### src/rtl/mips_ctrl_pkg.sv
// rtl/mips_ctrl_pkg.sv - opcodes, state codes and ALU control codes shared by the multicycle MIPS control path.
// ADDI_EX/ADDI_WB codes are reserved here; they are only reachable when MULTICYCLE_ADDI_EN is defined.
package mips_ctrl_pkg;

    typedef enum logic [3:0] {
        S_FETCH    = 4'd0,
        S_DECODE   = 4'd1,
        S_MEMADR   = 4'd2,
        S_MEMREAD  = 4'd3,
        S_MEMWB    = 4'd4,
        S_MEMWRITE = 4'd5,
        S_EXECUTE  = 4'd6,
        S_RTYPE_WB = 4'd7,
        S_BRANCH   = 4'd8,
        S_JUMP     = 4'd9,
        S_ADDI_EX  = 4'd10,
        S_ADDI_WB  = 4'd11
    } state_t;

    localparam logic [5:0] OP_RTYPE = 6'b000000;
    localparam logic [5:0] OP_LW    = 6'b100011;
    localparam logic [5:0] OP_SW    = 6'b101011;
    localparam logic [5:0] OP_BEQ   = 6'b000100;
    localparam logic [5:0] OP_J     = 6'b000010;
    localparam logic [5:0] OP_ADDI  = 6'b001000;

    localparam logic [1:0] ALUOP_ADD   = 2'b00;
    localparam logic [1:0] ALUOP_SUB   = 2'b01;
    localparam logic [1:0] ALUOP_FUNCT = 2'b10;

    localparam logic [1:0] SRCB_REG  = 2'b00;
    localparam logic [1:0] SRCB_FOUR = 2'b01;
    localparam logic [1:0] SRCB_IMM  = 2'b10;
    localparam logic [1:0] SRCB_BOFS = 2'b11;

    localparam logic [1:0] PCSRC_ALU    = 2'b00;
    localparam logic [1:0] PCSRC_ALUOUT = 2'b01;
    localparam logic [1:0] PCSRC_JUMP   = 2'b10;

endpackage

### src/rtl/multicycle_output_decode.sv
// rtl/multicycle_output_decode.sv - combinational state/mem_ready to datapath control decode.
// ADDI_EX/ADDI_WB outputs are decoded only when MULTICYCLE_ADDI_EN is defined.
module multicycle_output_decode
    import mips_ctrl_pkg::*;
(
    input  logic       reset,
    input  state_t     cur_state,
    input  logic       mem_ready,
    input  logic       illegal,
    output logic       PCWrite,
    output logic       PCWriteCond,
    output logic       IorD,
    output logic       MemRead,
    output logic       MemWrite,
    output logic       MemtoReg,
    output logic       IRWrite,
    output logic       ALUSrcA,
    output logic       RegWrite,
    output logic       RegDst,
    output logic [1:0] ALUOp,
    output logic [1:0] ALUSrcB,
    output logic [1:0] PCSource,
    output logic [3:0] state,
    output logic       instr_done,
    output logic       illegal_op
);

    always_comb begin
        PCWrite     = 1'b0;
        PCWriteCond = 1'b0;
        IorD        = 1'b0;
        MemRead     = 1'b0;
        MemWrite    = 1'b0;
        MemtoReg    = 1'b0;
        IRWrite     = 1'b0;
        ALUSrcA     = 1'b0;
        RegWrite    = 1'b0;
        RegDst      = 1'b0;
        ALUOp       = ALUOP_ADD;
        ALUSrcB     = SRCB_REG;
        PCSource    = PCSRC_ALU;
        state       = 4'd0;
        instr_done  = 1'b0;
        illegal_op  = 1'b0;
        // Reset forces every control low so an abandoned instruction commits nothing.
        if (!reset) begin
            state = cur_state;
            case (cur_state)
                S_FETCH: begin
                    MemRead = 1'b1;
                    ALUSrcB = SRCB_FOUR;
                    IRWrite = mem_ready;
                    PCWrite = mem_ready;
                end
                S_DECODE: begin
                    ALUSrcB    = SRCB_BOFS;
                    illegal_op = illegal;
                    instr_done = illegal;
                end
                S_MEMADR: begin
                    ALUSrcA = 1'b1;
                    ALUSrcB = SRCB_IMM;
                end
                S_MEMREAD: begin
                    MemRead = 1'b1;
                    IorD    = 1'b1;
                end
                S_MEMWB: begin
                    RegWrite   = 1'b1;
                    MemtoReg   = 1'b1;
                    instr_done = 1'b1;
                end
                S_MEMWRITE: begin
                    MemWrite   = 1'b1;
                    IorD       = 1'b1;
                    instr_done = mem_ready;
                end
                S_EXECUTE: begin
                    ALUSrcA = 1'b1;
                    ALUOp   = ALUOP_FUNCT;
                end
                S_RTYPE_WB: begin
                    RegDst     = 1'b1;
                    RegWrite   = 1'b1;
                    instr_done = 1'b1;
                end
                S_BRANCH: begin
                    ALUSrcA     = 1'b1;
                    ALUOp       = ALUOP_SUB;
                    PCWriteCond = 1'b1;
                    PCSource    = PCSRC_ALUOUT;
                    instr_done  = 1'b1;
                end
                S_JUMP: begin
                    PCWrite    = 1'b1;
                    PCSource   = PCSRC_JUMP;
                    instr_done = 1'b1;
                end
`ifdef MULTICYCLE_ADDI_EN
                S_ADDI_EX: begin
                    ALUSrcA = 1'b1;
                    ALUSrcB = SRCB_IMM;
                end
                S_ADDI_WB: begin
                    RegWrite   = 1'b1;
                    instr_done = 1'b1;
                end
`endif
                default: ;
            endcase
        end
    end

endmodule

### src/rtl/multicycle_control.sv
// rtl/multicycle_control.sv - multicycle MIPS control FSM: state register and next-state logic.
// Define MULTICYCLE_ADDI_EN to decode addi; otherwise it is treated as an unknown opcode.
module multicycle_control
    import mips_ctrl_pkg::*;
(
    input  logic       clk,
    input  logic       reset,
    input  logic [5:0] Op,
    input  logic       mem_ready,
    output logic       PCWrite,
    output logic       PCWriteCond,
    output logic       IorD,
    output logic       MemRead,
    output logic       MemWrite,
    output logic       MemtoReg,
    output logic       IRWrite,
    output logic       ALUSrcA,
    output logic       RegWrite,
    output logic       RegDst,
    output logic [1:0] ALUOp,
    output logic [1:0] ALUSrcB,
    output logic [1:0] PCSource,
    output logic [3:0] state,
    output logic       instr_done,
    output logic       illegal_op
);

    state_t state_q;
    state_t state_d;
    logic   illegal;

    always_ff @(posedge clk) begin
        if (reset) begin
            state_q <= S_FETCH;
        end else begin
            state_q <= state_d;
        end
    end

    always_comb begin
        state_d = state_q;
        illegal = 1'b0;
        case (state_q)
            S_FETCH:    if (mem_ready) state_d = S_DECODE;
            S_DECODE: begin
                case (Op)
                    OP_LW, OP_SW: state_d = S_MEMADR;
                    OP_RTYPE:     state_d = S_EXECUTE;
                    OP_BEQ:       state_d = S_BRANCH;
                    OP_J:         state_d = S_JUMP;
`ifdef MULTICYCLE_ADDI_EN
                    OP_ADDI:      state_d = S_ADDI_EX;
`endif
                    default: begin
                        state_d = S_FETCH;
                        illegal = 1'b1;
                    end
                endcase
            end
            // Op is re-sampled here; anything other than sw proceeds as a load.
            S_MEMADR:   state_d = (Op == OP_SW) ? S_MEMWRITE : S_MEMREAD;
            S_MEMREAD:  if (mem_ready) state_d = S_MEMWB;
            S_MEMWB:    state_d = S_FETCH;
            S_MEMWRITE: if (mem_ready) state_d = S_FETCH;
            S_EXECUTE:  state_d = S_RTYPE_WB;
            S_RTYPE_WB: state_d = S_FETCH;
            S_BRANCH:   state_d = S_FETCH;
            S_JUMP:     state_d = S_FETCH;
`ifdef MULTICYCLE_ADDI_EN
            S_ADDI_EX:  state_d = S_ADDI_WB;
            S_ADDI_WB:  state_d = S_FETCH;
`endif
            default:    state_d = S_FETCH;
        endcase
    end

    multicycle_output_decode u_decode (
        .reset       (reset),
        .cur_state   (state_q),
        .mem_ready   (mem_ready),
        .illegal     (illegal),
        .PCWrite     (PCWrite),
        .PCWriteCond (PCWriteCond),
        .IorD        (IorD),
        .MemRead     (MemRead),
        .MemWrite    (MemWrite),
        .MemtoReg    (MemtoReg),
        .IRWrite     (IRWrite),
        .ALUSrcA     (ALUSrcA),
        .RegWrite    (RegWrite),
        .RegDst      (RegDst),
        .ALUOp       (ALUOp),
        .ALUSrcB     (ALUSrcB),
        .PCSource    (PCSource),
        .state       (state),
        .instr_done  (instr_done),
        .illegal_op  (illegal_op)
    );

endmodule

### config.mk
export PLATFORM = sky130hd
export DESIGN_NAME = multicycle_control
export DESIGN_NICKNAME = d
export VERILOG_FILES = /design/src/rtl/mips_ctrl_pkg.sv /design/src/rtl/multicycle_output_decode.sv /design/src/rtl/multicycle_control.sv
export SDC_FILE = /design/constraint.sdc
export NUM_CORES = 1
export LEC_CHECK = 0
export BUFFER_PORTS_ARGS = -buffer_cell sky130_fd_sc_hd__buf_2
export CAP_MARGIN = 20
export CORE_MARGIN = 2
export CORE_UTILIZATION = 45
export CTS_BUF_LIST = sky130_fd_sc_hd__clkbuf_16
export CTS_CLUSTER_SIZE = 28
export DETAILED_ROUTE_END_ITERATION = 16
export GPL_TIMING_DRIVEN = 0
export PLACE_DENSITY = 0.75
export SKIP_LAST_GASP = 1
export SLEW_MARGIN = 20
export SYNTH_ARGS = -nofsm -noshare
export SYNTH_HDL_FRONTEND = slang
export SYNTH_HIERARCHICAL = 1
export SYNTH_SLANG_ARGS = --single-unit
### constraint.sdc
create_clock -name clk -period 2.1 [get_ports clk]
set_input_delay 0.21 -clock clk [delete_from_list [all_inputs] [get_ports clk]]
set_output_delay 0.21 -clock clk [all_outputs]
set_load 0.03 [all_outputs]
==> qor.yml, run 1 <==
pwr:
  power.density_nw_per_um2: 512.6
  ir_drop_mv: 0.4852
  p_leak_nw: 0.4540
synth:
  ys_seq_area_share_pct: 11.94
  yosysTopAreaCell: "dfxtp_1"
  synth_top_cell_area_share_pct: 11.94
  synth_area_leaders: "dfxtp_1, buf_6, nor3_1"
  synth-edff-count: 0
  ys_dominant_reg_cell: "dfxtp_1"
  avgSynthCellArea_um2: 8.179
  syn-num-nets: 91
  yosysWarnings: 6
  syn_area_um2: 670.6
  async_reset_ff_share_pct: 0
  synth.distinct_cells: 42
  synth_seq_cells: 4
  synth_cells: 82
placement:
  place_hpwl_mm: 1.198
  place_inst: 127
  io_buffers: 30
  routabilityCongestion: 0.8483
layout:
  nets: 127
  n_antenna_cell: 0
  fin_cells: 131
  drive_above_1_share_pct: 44.83
  regMostFlops: "state_q"
  finalCoreUtilization_pct: 68.40
  area_growth_pct: 37.69
  largest_reg_flops: 4
  reg_top3: "state_q: 4 flops"
sta:
  final-max-slew-violation-count: 0
  fmax_mhz: 526.6
  slew_headroom_pct: 69.54
  fin_crit_ns: 1.899
  hold_violations: 0
  rsz0062_at_grt: "no"
  finalCritPeriodShare_pct: 90.42
  fin_tns_setup_ns: 0
  setup_viol: 0
  clock_skew_ns: 0.001292
  worstMarginPinSlew_ns: 0.4563
floorplanning:
  initial_core_util_pct: 49.68
  chipHeight_um: 42.61
  die-width_um: 42.61
  core_um2: 1350
  io_pins: 31
  row_count: 13
  fp.dieArea_um2: 1815
drt:
  drtAntennaViolNets: 0
  drc: 0
  wire_per_inst_um: 12.41
  via_count: 709
  totalWireLength_mm: 1.626
  first_pass_iters: 4
  drt_iter0_drc: 12
  vias_per_cell: 5.412
worst_setup_path:
  cpPeakStageDelay_ns: 0.31
  worst-path-buf-inv: 2
  worstPathRequired_ns: 1.89
  critPathArrivalTime_ns: 1.69
  critical_path_class: "reg2out"
  timing.rr.start: "state_q[2]$_SDFFE_PP0P_"
  setup.worst_path.end_class: "primary output"
  worst_path_max_delay_cell: "dfxtp_1"
  worstPathMaxFanout: 8
  crit_family: "simple AND/OR/NAND/NOR gates"
  start_kind: "flip-flop"
  crit_start: "state_q[1]$_SDFFE_PP0P_"
  cp_cell_sequence: "buf_4 > nor4b_4 > o21a_1 > a211oi_1 > nor3_1 > a21o_1 > buf_2"
grt:
  grt.total_usage_pct: 18.98
  antenna_found_initial: 0
  grt_pass1_vias: 577
  grt_overflow_total: 0
  grt_first_pass_wirelength_mm: 2.628
  grt_max_degree: 14
run_status:
  status: "finished clean"
cts:
  clock_sinks: 4
  cts_buffers: 3
  h-tree-depth: 1
  tritoncts: "yes"
  cts_buffer_depth: 2
  clk_latency_ns: 0.22
  holdBufCountCts: 0
  ctsRootBufferMaster: "clkbuf_16"
  clk_pin_slew_ns: 0.03
job:
  drv_cap: 0
worst_hold_path:
  hp-start: "Op[4]"
  min_path_type: "in2reg"
==> stage by stage <==
stage	worst slack, ns	power, mW	area (um^2)	hold slack, ns
finish	0.2011	0.4733	923.4	0.2186
global route	0.06295	0.4970	923.4	0.2275
CTS	0.09187	0.4779	915.9	0.2127
detailed placement	0.1919	0.1771	839.6	0.4450
global placement	0.1989	0.1758	839.6	0.4401
floorplan	0.1905	0.1447	670.6	0.2791
==> Yosys cell counts (all sizes together), types with 2 or more instances <==
master / count
a21oi: 3
and2b: 3
and3: 3
buf: 7
dfxtp: 4
inv: 4
nand2: 5
nor2: 5
nor2b: 4
nor3: 7
nor3b: 3
nor4: 6
nor4b: 2
o21ai: 2
xnor2: 3
==> layer usage <==
metal	up-vias	part of all wire [%]	GRT usage [%]
met5	-	0	0
li1	377	-	-
met1	318	48	26.85
met3	0	4.5	5.172
met2	14	47	29.54
met4	0	0	1.875
==> layout make-up <==
| cell class | count | area (um^2) |
|---|---|---|
| buffer | 8 | 81.33 |
| clock buffer | 3 | 75.07 |
| fill | 114 | 426.7 |
| inverter | 4 | 15.01 |
| multi-input combinational | 66 | 494.2 |
| sequential | 4 | 81.33 |
| tap | 15 | 18.77 |
| timing repair buffer | 31 | 157.7 |
==> worst register-to-register path, cell delays in order (launching register included) <==
cell       delay, ns
dfxtp_1         0.43
or4b_1          0.56
o2111ai_1       0.18
a21oi_1         0.09
==> power breakdown <==
part	switching [mW]	leakage [nW]	total [mW]	internal [mW]
Clock	0.0519	0.0370	0.295	0.243
Sequential	0.00527	0.0328	0.0837	0.0784
Combinational	0.0546	0.384	0.0946	0.0401
==> path summary, 6_finish.rpt <==
| kind | slack (ns) | to | depth (start not counted) |
|---|---|---|---|
| max reg2reg | 0.72 | state_q[1]$_SDFFE_PP0P_ | 3 |
| max | 0.20 | instr_done | 7 |
| min | 0.22 | state_q[3]$_SDFFE_PP0P_ | 2 |
| min reg2reg | 0.69 | state_q[1]$_SDFFE_PP0P_ | 3 |
==> logic make-up after synthesis <==
kind of cell    count (synthesis)  share of synthesized area (%)
compound gates                 15                          15.49
xor+xnor                        4                          5.225
buf+inv                        12                          14.36
flops                           4                          11.94
mux                             1                          1.493
simple gates                   46                          51.49
==> cells in the final DEF, fill, tap and decap left out, drive strengths merged, types with 2 or more instances in the layout <==
master / count
and3: 3
dfxtp: 4
nor3b: 3
nor2: 5
xnor2: 3
inv: 4
o21ai: 2
nand2: 5
nor4b: 2
buf: 38
a21oi: 3
and2b: 3
nor4: 6
nor2b: 4
clkbuf: 4
nor3: 7
==> timing repair <==
item / 4_1_cts / 5_1_grt
hold endpoints to repair: 0 / 0
endpoints found under the setup margin: 1 / 1
pin swaps: 0 / 1
setup buffers: 0 / 1
gates resized for setup: 1 / 0
Power figures use the tool's default switching activity.
==> run 2, diff against run 1 <==
--- a/config.mk
+++ b/config.mk
@@ -9,7 +9,6 @@
 export CAP_MARGIN = 20
 export CORE_MARGIN = 2
 export CORE_UTILIZATION = 45
-export CTS_BUF_LIST = sky130_fd_sc_hd__clkbuf_16
 export CTS_CLUSTER_SIZE = 28
 export DETAILED_ROUTE_END_ITERATION = 16
 export GPL_TIMING_DRIVEN = 0
==> constraint.sdc (replaced) <==
create_clock -name clk -period 2.5 [get_ports clk]
set_input_delay 0.25 -clock clk [delete_from_list [all_inputs] [get_ports clk]]
set_output_delay 0.25 -clock clk [all_outputs]
set_load 0.03 [all_outputs]
==> run 2 against run 1 <==
- combinational power decreased by 18%
- wire length decreased by 3.8%
- first-iteration DRC count decreased by 58%
- global-route usage decreased by 0.97 points
- via count increased by 1.3%
- critical path depth decreased by 1
- register-to-register slack improved by 0.38 ns
- hold slack improved by 0.027 ns
- largest cell class unchanged
- total power decreased by 52%
- highest routed layer unchanged
- sequential share of layout area increased by 0.48 points
- utilization decreased by 4.5 points
- largest power group unchanged
- count of clock-buffer cells in the layout unchanged
==> qor.yml, run 2 (synthesis gave the netlist of run 1 again) <==
sta:
  final-max-slew-violation-count: 0  # unchanged
  fin_crit_ns: 2.178
  final.setup.worst_slack_ns: 0.3220  # was 0.2011 ns
  clock_skew_ns: 0.001050  # was 0.001292 ns
  hold_violations: 0  # unchanged
  worstMarginPinSlew_ns: 0.4692  # was 0.4563 ns
  fin_hold_ws_ns: 0.2452  # was 0.2186 ns
  rsz0062_at_grt: "no"  # unchanged
  fmax_mhz: 459.1
  finalCritPeriodShare_pct: 87.12
  fin_tns_setup_ns: 0  # unchanged
  setup_viol: 0  # unchanged
  slew_headroom_pct: 68.67  # was 69.54%
worst_setup_path:
  r2r_end: "state_q[2]$_SDFFE_PP0P_"  # was state_q[1]$_SDFFE_PP0P_
  worst-r2r-setup-slack_ns: 1.10  # was 0.72 ns
  worst-path-buf-inv: 1  # was 2
  cp_cell_sequence: "nor4b_4 > o21a_1 > a211oi_1 > nor3_1 > a21o_1 > buf_2"  # was buf_4 > nor4b_4 > o21a_1 > a211oi_1 > nor3_1 > a21o_1 > buf_2
  worstPathRequired_ns: 2.25  # was 1.89 ns
  timing.rr.start: "state_q[0]$_SDFFE_PP0P_"  # was state_q[2]$_SDFFE_PP0P_
  worst_path_max_delay_cell: "dfxtp_1"  # unchanged
  cpPeakStageDelay_ns: 0.60  # was 0.31 ns
  setup.worst_path.end_class: "primary output"  # unchanged
  critPathArrivalTime_ns: 1.93  # was 1.69 ns
  start_kind: "flip-flop"  # unchanged
  worstPathMaxFanout: 13  # was 8
  crit_family: "flip-flops"  # was simple AND/OR/NAND/NOR gates
  rr_worst_depth: 3  # unchanged
  critical_path_class: "reg2out"  # unchanged
drt:
  wire_per_inst_um: 12.03  # was 12.41 um
  first_pass_iters: 4  # unchanged
  totalWireLength_mm: 1.564  # was 1.626 mm
  drtAntennaViolNets: 0  # unchanged
  via_count: 718  # was 709
  drt_iter0_drc: 5  # was 12
  vias_per_cell: 5.523  # was 5.412
  drc: 0  # unchanged
cts:
  h-tree-depth: 1  # unchanged
  postCtsSetupRepairBufs: 0  # unchanged
  holdBufCountCts: 0  # unchanged
  cts_buffers: 3  # unchanged
  cts_buffer_depth: 2  # unchanged
  clk_pin_slew_ns: 0.04  # was 0.03 ns
  clk_latency_ns: 0.23  # was 0.22 ns
  tritoncts: "yes"  # unchanged
  clock_sinks: 4  # unchanged
  ctsRootBufferMaster: "clkbuf_4"  # was clkbuf_16
  cts_resized: 0  # was 1
pwr:
  p_leak_nw: 0.4253  # was 0.4540 nW
  ir_drop_mv: 0.1632  # was 0.4852 mV
  power.density_nw_per_um2: 263.2  # was 512.6 nW/um^2
floorplanning:
  row_count: 13  # unchanged
  fp.dieArea_um2: 1815  # unchanged
  io_pins: 31  # unchanged
  chipHeight_um: 42.61  # unchanged
  core_um2: 1350  # unchanged
  initial_core_util_pct: 49.68  # unchanged
  die-width_um: 42.61  # unchanged
worst_hold_path:
  hp-start: "Op[4]"  # unchanged
  min_to: "state_q[3]$_SDFFE_PP0P_"  # unchanged
  min_path_type: "in2reg"  # unchanged
  min_delay_path_depth: 2  # unchanged
grt:
  grt.total_usage_pct: 18.01  # was 18.98%
  grt_overflow_total: 0  # unchanged
  antenna_found_initial: 0  # unchanged
  grt_max_degree: 14  # unchanged
  grt_first_pass_wirelength_mm: 2.573  # was 2.628 mm
  grt_pass1_vias: 570  # was 577
layout:
  drive_above_1_share_pct: 43.48  # was 44.83%
  layout_commonest_cell: "buf_2"  # unchanged
  fillers: 119  # was 114
  regMostFlops: "state_q"  # unchanged
  most-common-layout-cells: "buf_2, nor3_1, nand2_1, nor4_1, nor2_1"  # unchanged
  area_growth_pct: 28.54  # was 37.69%
  largest_reg_flops: 4  # unchanged
  nets: 126  # was 127
  fin_cells: 130  # was 131
  finalCoreUtilization_pct: 63.86  # was 68.40%
  n_antenna_cell: 0  # unchanged
  reg_top3: "state_q: 4 flops"  # unchanged
run_status:
  status: "finished clean"  # unchanged
placement:
  detailedPlace.worstSlack_ns: 0.5380  # was 0.1919 ns
  routabilityCongestion: 0.8483  # unchanged
  place_inst: 127  # unchanged
  place_hpwl_mm: 1.198  # unchanged
  io_buffers: 30  # unchanged
job:
  drv_cap: 0  # unchanged
[run 2: power by group]
group,internal (mW),total (mW),switching (mW),leakage (nW)
registers,0.0655,0.0697,0.00428,0.0325
logic,0.0325,0.0779,0.0455,0.379
clock network,0.0537,0.0792,0.0256,0.0138
[run 2: through the flow]
step,area [um^2],total power [mW]
floorplan,670.6,0.1216
finish,862.1,0.2269
global route,862.1,0.2435
global placement,839.6,0.1477
CTS,862.1,0.2307
detailed placement,839.6,0.1488
[run 2: per-layer routing]
layer  up-vias  wire [um]  GRT usage (%)
li1        378          -              -
met5         -          0              0
met4         0          0              0
met1       322        764          26.34
met2        18        743          28.62
met3         0         57          3.879
[run 2: final cells by class]
type	instances	area [um^2]	share of cell area, %
Multi-Input combinational cell	66	494.2	57.33
Timing Repair Buffer	30	150.1	17.42
Inverter	4	15.01	1.742
Buffer	8	81.33	9.434
Tap cell	15	18.77	2.177
Clock buffer	3	22.52	2.612
Sequential cell	4	80.08	9.289
[run 2: worst max path at each step]
stage	endpoint	start	depth (start not counted)	slack [ns]
2_1_floorplan	MemtoReg	state_q[2]$_SDFFE_PP0P_	3	0.55
4_1_cts	instr_done	state_q[0]$_SDFFE_PP0P_	6	0.30
5_1_grt	instr_done	state_q[0]$_SDFFE_PP0P_	6	0.14
3_5_place_dp	instr_done	Op[0]	8	0.54
3_3_place_gp	instr_done	Op[0]	8	0.55
6_report	instr_done	state_q[0]$_SDFFE_PP0P_	6	0.32
==> run 3, diff against run 2 <==
--- a/config.mk
+++ b/config.mk
@@ -9,10 +9,12 @@
 export CAP_MARGIN = 20
 export CORE_MARGIN = 2
 export CORE_UTILIZATION = 45
+export CTS_BUF_LIST = sky130_fd_sc_hd__clkbuf_4
 export CTS_CLUSTER_SIZE = 28
 export DETAILED_ROUTE_END_ITERATION = 16
 export GPL_TIMING_DRIVEN = 0
 export PLACE_DENSITY = 0.75
+export REMOVE_ABC_BUFFERS = 1
 export SKIP_LAST_GASP = 1
 export SLEW_MARGIN = 20
 export SYNTH_ARGS = -nofsm -noshare
==> run 3 against run 2 <==
- die area unchanged
- sequential share of layout area increased by 1.1 points
- combinational power decreased by 11%
- clock skew increased by 0.00074 ns
- critical path depth unchanged
- sequential power increased by 5.2%
- global-route usage decreased by 0.47 points
- final area decreased by 9.3%
- register-to-register slack got worse by 0.21 ns
- first-iteration DRC count increased to 3.2 times the previous value
- total power decreased by 2.4%
- critical endpoint unchanged
- largest power group unchanged
- highest routed layer is now met4
==> qor.yml, run 3 (synthesis gave the netlist of run 1 again) <==
run_status:
  status: "finished clean"  # unchanged
worst_hold_path:
  hp-start: "Op[4]"  # unchanged
  min_to: "state_q[3]$_SDFFE_PP0P_"  # unchanged
  min_delay_path_depth: 2  # unchanged
  min_path_type: "in2reg"  # unchanged
floorplanning:
  fp.dieArea_um2: 1815  # unchanged
  row_count: 13  # unchanged
  die-width_um: 42.61  # unchanged
  core_um2: 1350  # unchanged
  initial_core_util_pct: 49.68  # unchanged
  chipHeight_um: 42.61  # unchanged
  io_pins: 31  # unchanged
cts:
  ctsRootBufferMaster: "clkbuf_4"  # unchanged
  tritoncts: "yes"  # unchanged
  clk_latency_ns: 0.23  # about the same
  cts_buffer_depth: 2  # unchanged
  h-tree-depth: 1  # unchanged
  cts_buffers: 3  # unchanged
  clk_pin_slew_ns: 0.03  # was 0.04 ns
  clock_sinks: 4  # unchanged
worst_setup_path:
  worstPathMaxFanout: 19  # was 13
  critPathArrivalTime_ns: 2.02  # was 1.93 ns
  worstPathRequired_ns: 2.25  # about the same
  cpPeakStageDelay_ns: 0.53  # was 0.60 ns
  crit_family: "simple AND/OR/NAND/NOR gates"  # was flip-flops
  rr_worst_depth: 3  # unchanged
  worst-r2r-setup-slack_ns: 0.89  # was 1.10 ns
  timing.rr.start: "state_q[2]$_SDFFE_PP0P_"  # was state_q[0]$_SDFFE_PP0P_
  worst-path-buf-inv: 1  # unchanged
  worst_path_max_delay_cell: "dfxtp_1"  # unchanged
  cp_cell_sequence: "nor4b_4 > o21a_1 > a211oi_1 > nor3_1 > a21o_1 > buf_2"  # unchanged
  critical_path_class: "reg2out"  # unchanged
  setup.worst_path.end_class: "primary output"  # unchanged
  r2r_end: "state_q[1]$_SDFFE_PP0P_"  # was state_q[2]$_SDFFE_PP0P_
  start_kind: "flip-flop"  # unchanged
job:
  drv_cap: 0  # unchanged
pwr:
  ir_drop_mv: 0.1022  # was 0.1632 mV
  p_leak_nw: 0.3775  # was 0.4253 nW
  power.density_nw_per_um2: 283.1  # was 263.2 nW/um^2
drt:
  drc: 0  # unchanged
  first_pass_iters: 4  # unchanged
  wire_per_inst_um: 12.54  # was 12.03 um
  totalWireLength_mm: 1.530  # was 1.564 mm
  via_count: 707  # was 718
  drtAntennaViolNets: 0  # unchanged
  vias_per_cell: 5.795  # was 5.523
  drt_iter0_drc: 16  # was 5
layout:
  most-common-layout-cells: "buf_2, nor3_1, nand2_1, nor4_1, nor2_1"  # unchanged
  n_antenna_cell: 0  # unchanged
  drive_above_1_share_pct: 40.19  # was 43.48%
  regMostFlops: "state_q"  # unchanged
  fin_cells: 122  # was 130
  nets: 118  # was 126
  reg_top3: "state_q: 4 flops"  # unchanged
  area_growth_pct: 16.60  # was 28.54%
  layout_commonest_cell: "buf_2"  # unchanged
  largest_reg_flops: 4  # unchanged
placement:
  routabilityCongestion: 0.8071  # was 0.8483
  place_hpwl_mm: 1.099  # was 1.198 mm
  place_inst: 119  # was 127
  io_buffers: 30  # unchanged
grt:
  grt_use_met2_pct: 28.62  # unchanged
  antenna_found_initial: 0  # unchanged
  grt_max_degree: 23  # was 14
  grt_util_met3_pct: 1.293  # was 3.879%
  grt_pass1_vias: 578  # was 570
  grt.total_usage_pct: 17.54  # was 18.01%
  met1_usage_pct: 23.41  # was 26.34%
  grt_overflow_total: 0  # unchanged
  grt-busiest-layer: "met2"  # unchanged
  grt_first_pass_wirelength_mm: 2.490  # was 2.573 mm
sta:
  hold_violations: 0  # unchanged
  rsz0062_at_grt: "no"  # unchanged
  setup_viol: 0  # unchanged
  fmax_mhz: 440.4  # was 459.1 MHz
  finalCritPeriodShare_pct: 90.83  # was 87.12%
  fin_hold_ws_ns: 0.2416  # was 0.2452 ns
  fin_tns_setup_ns: 0  # unchanged
  slew_headroom_pct: 48.35  # was 68.67%
  fin_crit_ns: 2.271  # was 2.178 ns
  final-max-slew-violation-count: 0  # unchanged
  worstMarginPinSlew_ns: 0.7737  # was 0.4692 ns
  clock_skew_ns: 0.001787  # was 0.001050 ns
run 3: report_power, final:
| group | internal (mW) | leakage [nW] | switching (mW) |
|---|---|---|---|
| Sequential | 0.0657 | 0.0328 | 0.00756 |
| Combinational | 0.0281 | 0.331 | 0.0413 |
| Clock | 0.0536 | 0.0138 | 0.0251 |
| Total | 0.147 | 0.378 | 0.0740 |
run 3: how the worst max path moves through the flow:
stage,from,to,slack [ns],depth (start not counted)
after floorplan,state_q[3]$_SDFFE_PP0P_,ALUOp[0],0.24,3
after CTS,state_q[0]$_SDFFE_PP0P_,instr_done,0.009,6
after global placement,state_q[0]$_SDFFE_PP0P_,instr_done,0.30,6
after global routing,state_q[2]$_SDFFE_PP0P_,instr_done,0.08,6
after detailed placement,state_q[0]$_SDFFE_PP0P_,instr_done,0.28,6
final,state_q[2]$_SDFFE_PP0P_,instr_done,0.23,6
run 3: stage by stage:
stage	setup WS (ns)	power [mW]	utilization, %	instance area (um^2)
6_report	0.2293	0.2214	57.92	782.0
5_1_grt	0.08367	0.2321	57.92	782.0
4_1_cts	0.009223	0.2258	57.83	780.7
3_5_place_dp	0.2779	0.1438	56.16	758.2
3_3_place_gp	0.3021	0.1419	56.16	758.2
2_1_floorplan	0.2355	0.1150	-	589.3
run 3: final cells by class:
class,count,area [um^2]
Inverter,4,15.01
Fill cell,147,568.0
Tap cell,15,18.77
Timing Repair Buffer,30,150.1
Multi-Input combinational cell,66,494.2
Sequential cell,4,81.33
Clock buffer,3,22.52
run 3: per-layer routing:
metal	routed length (um)	part of all wire, %
met3	90	5.9
met4	27	1.8
met2	744	49
met5	0	0
met1	668	44
run 3: what timing repair did:
action                                 CTS  global route
endpoints found under the hold margin    0             0
gates resized for setup                  0             1
hold buffers                             0             0
setup buffers                            0             0
setup endpoints to repair                0             1
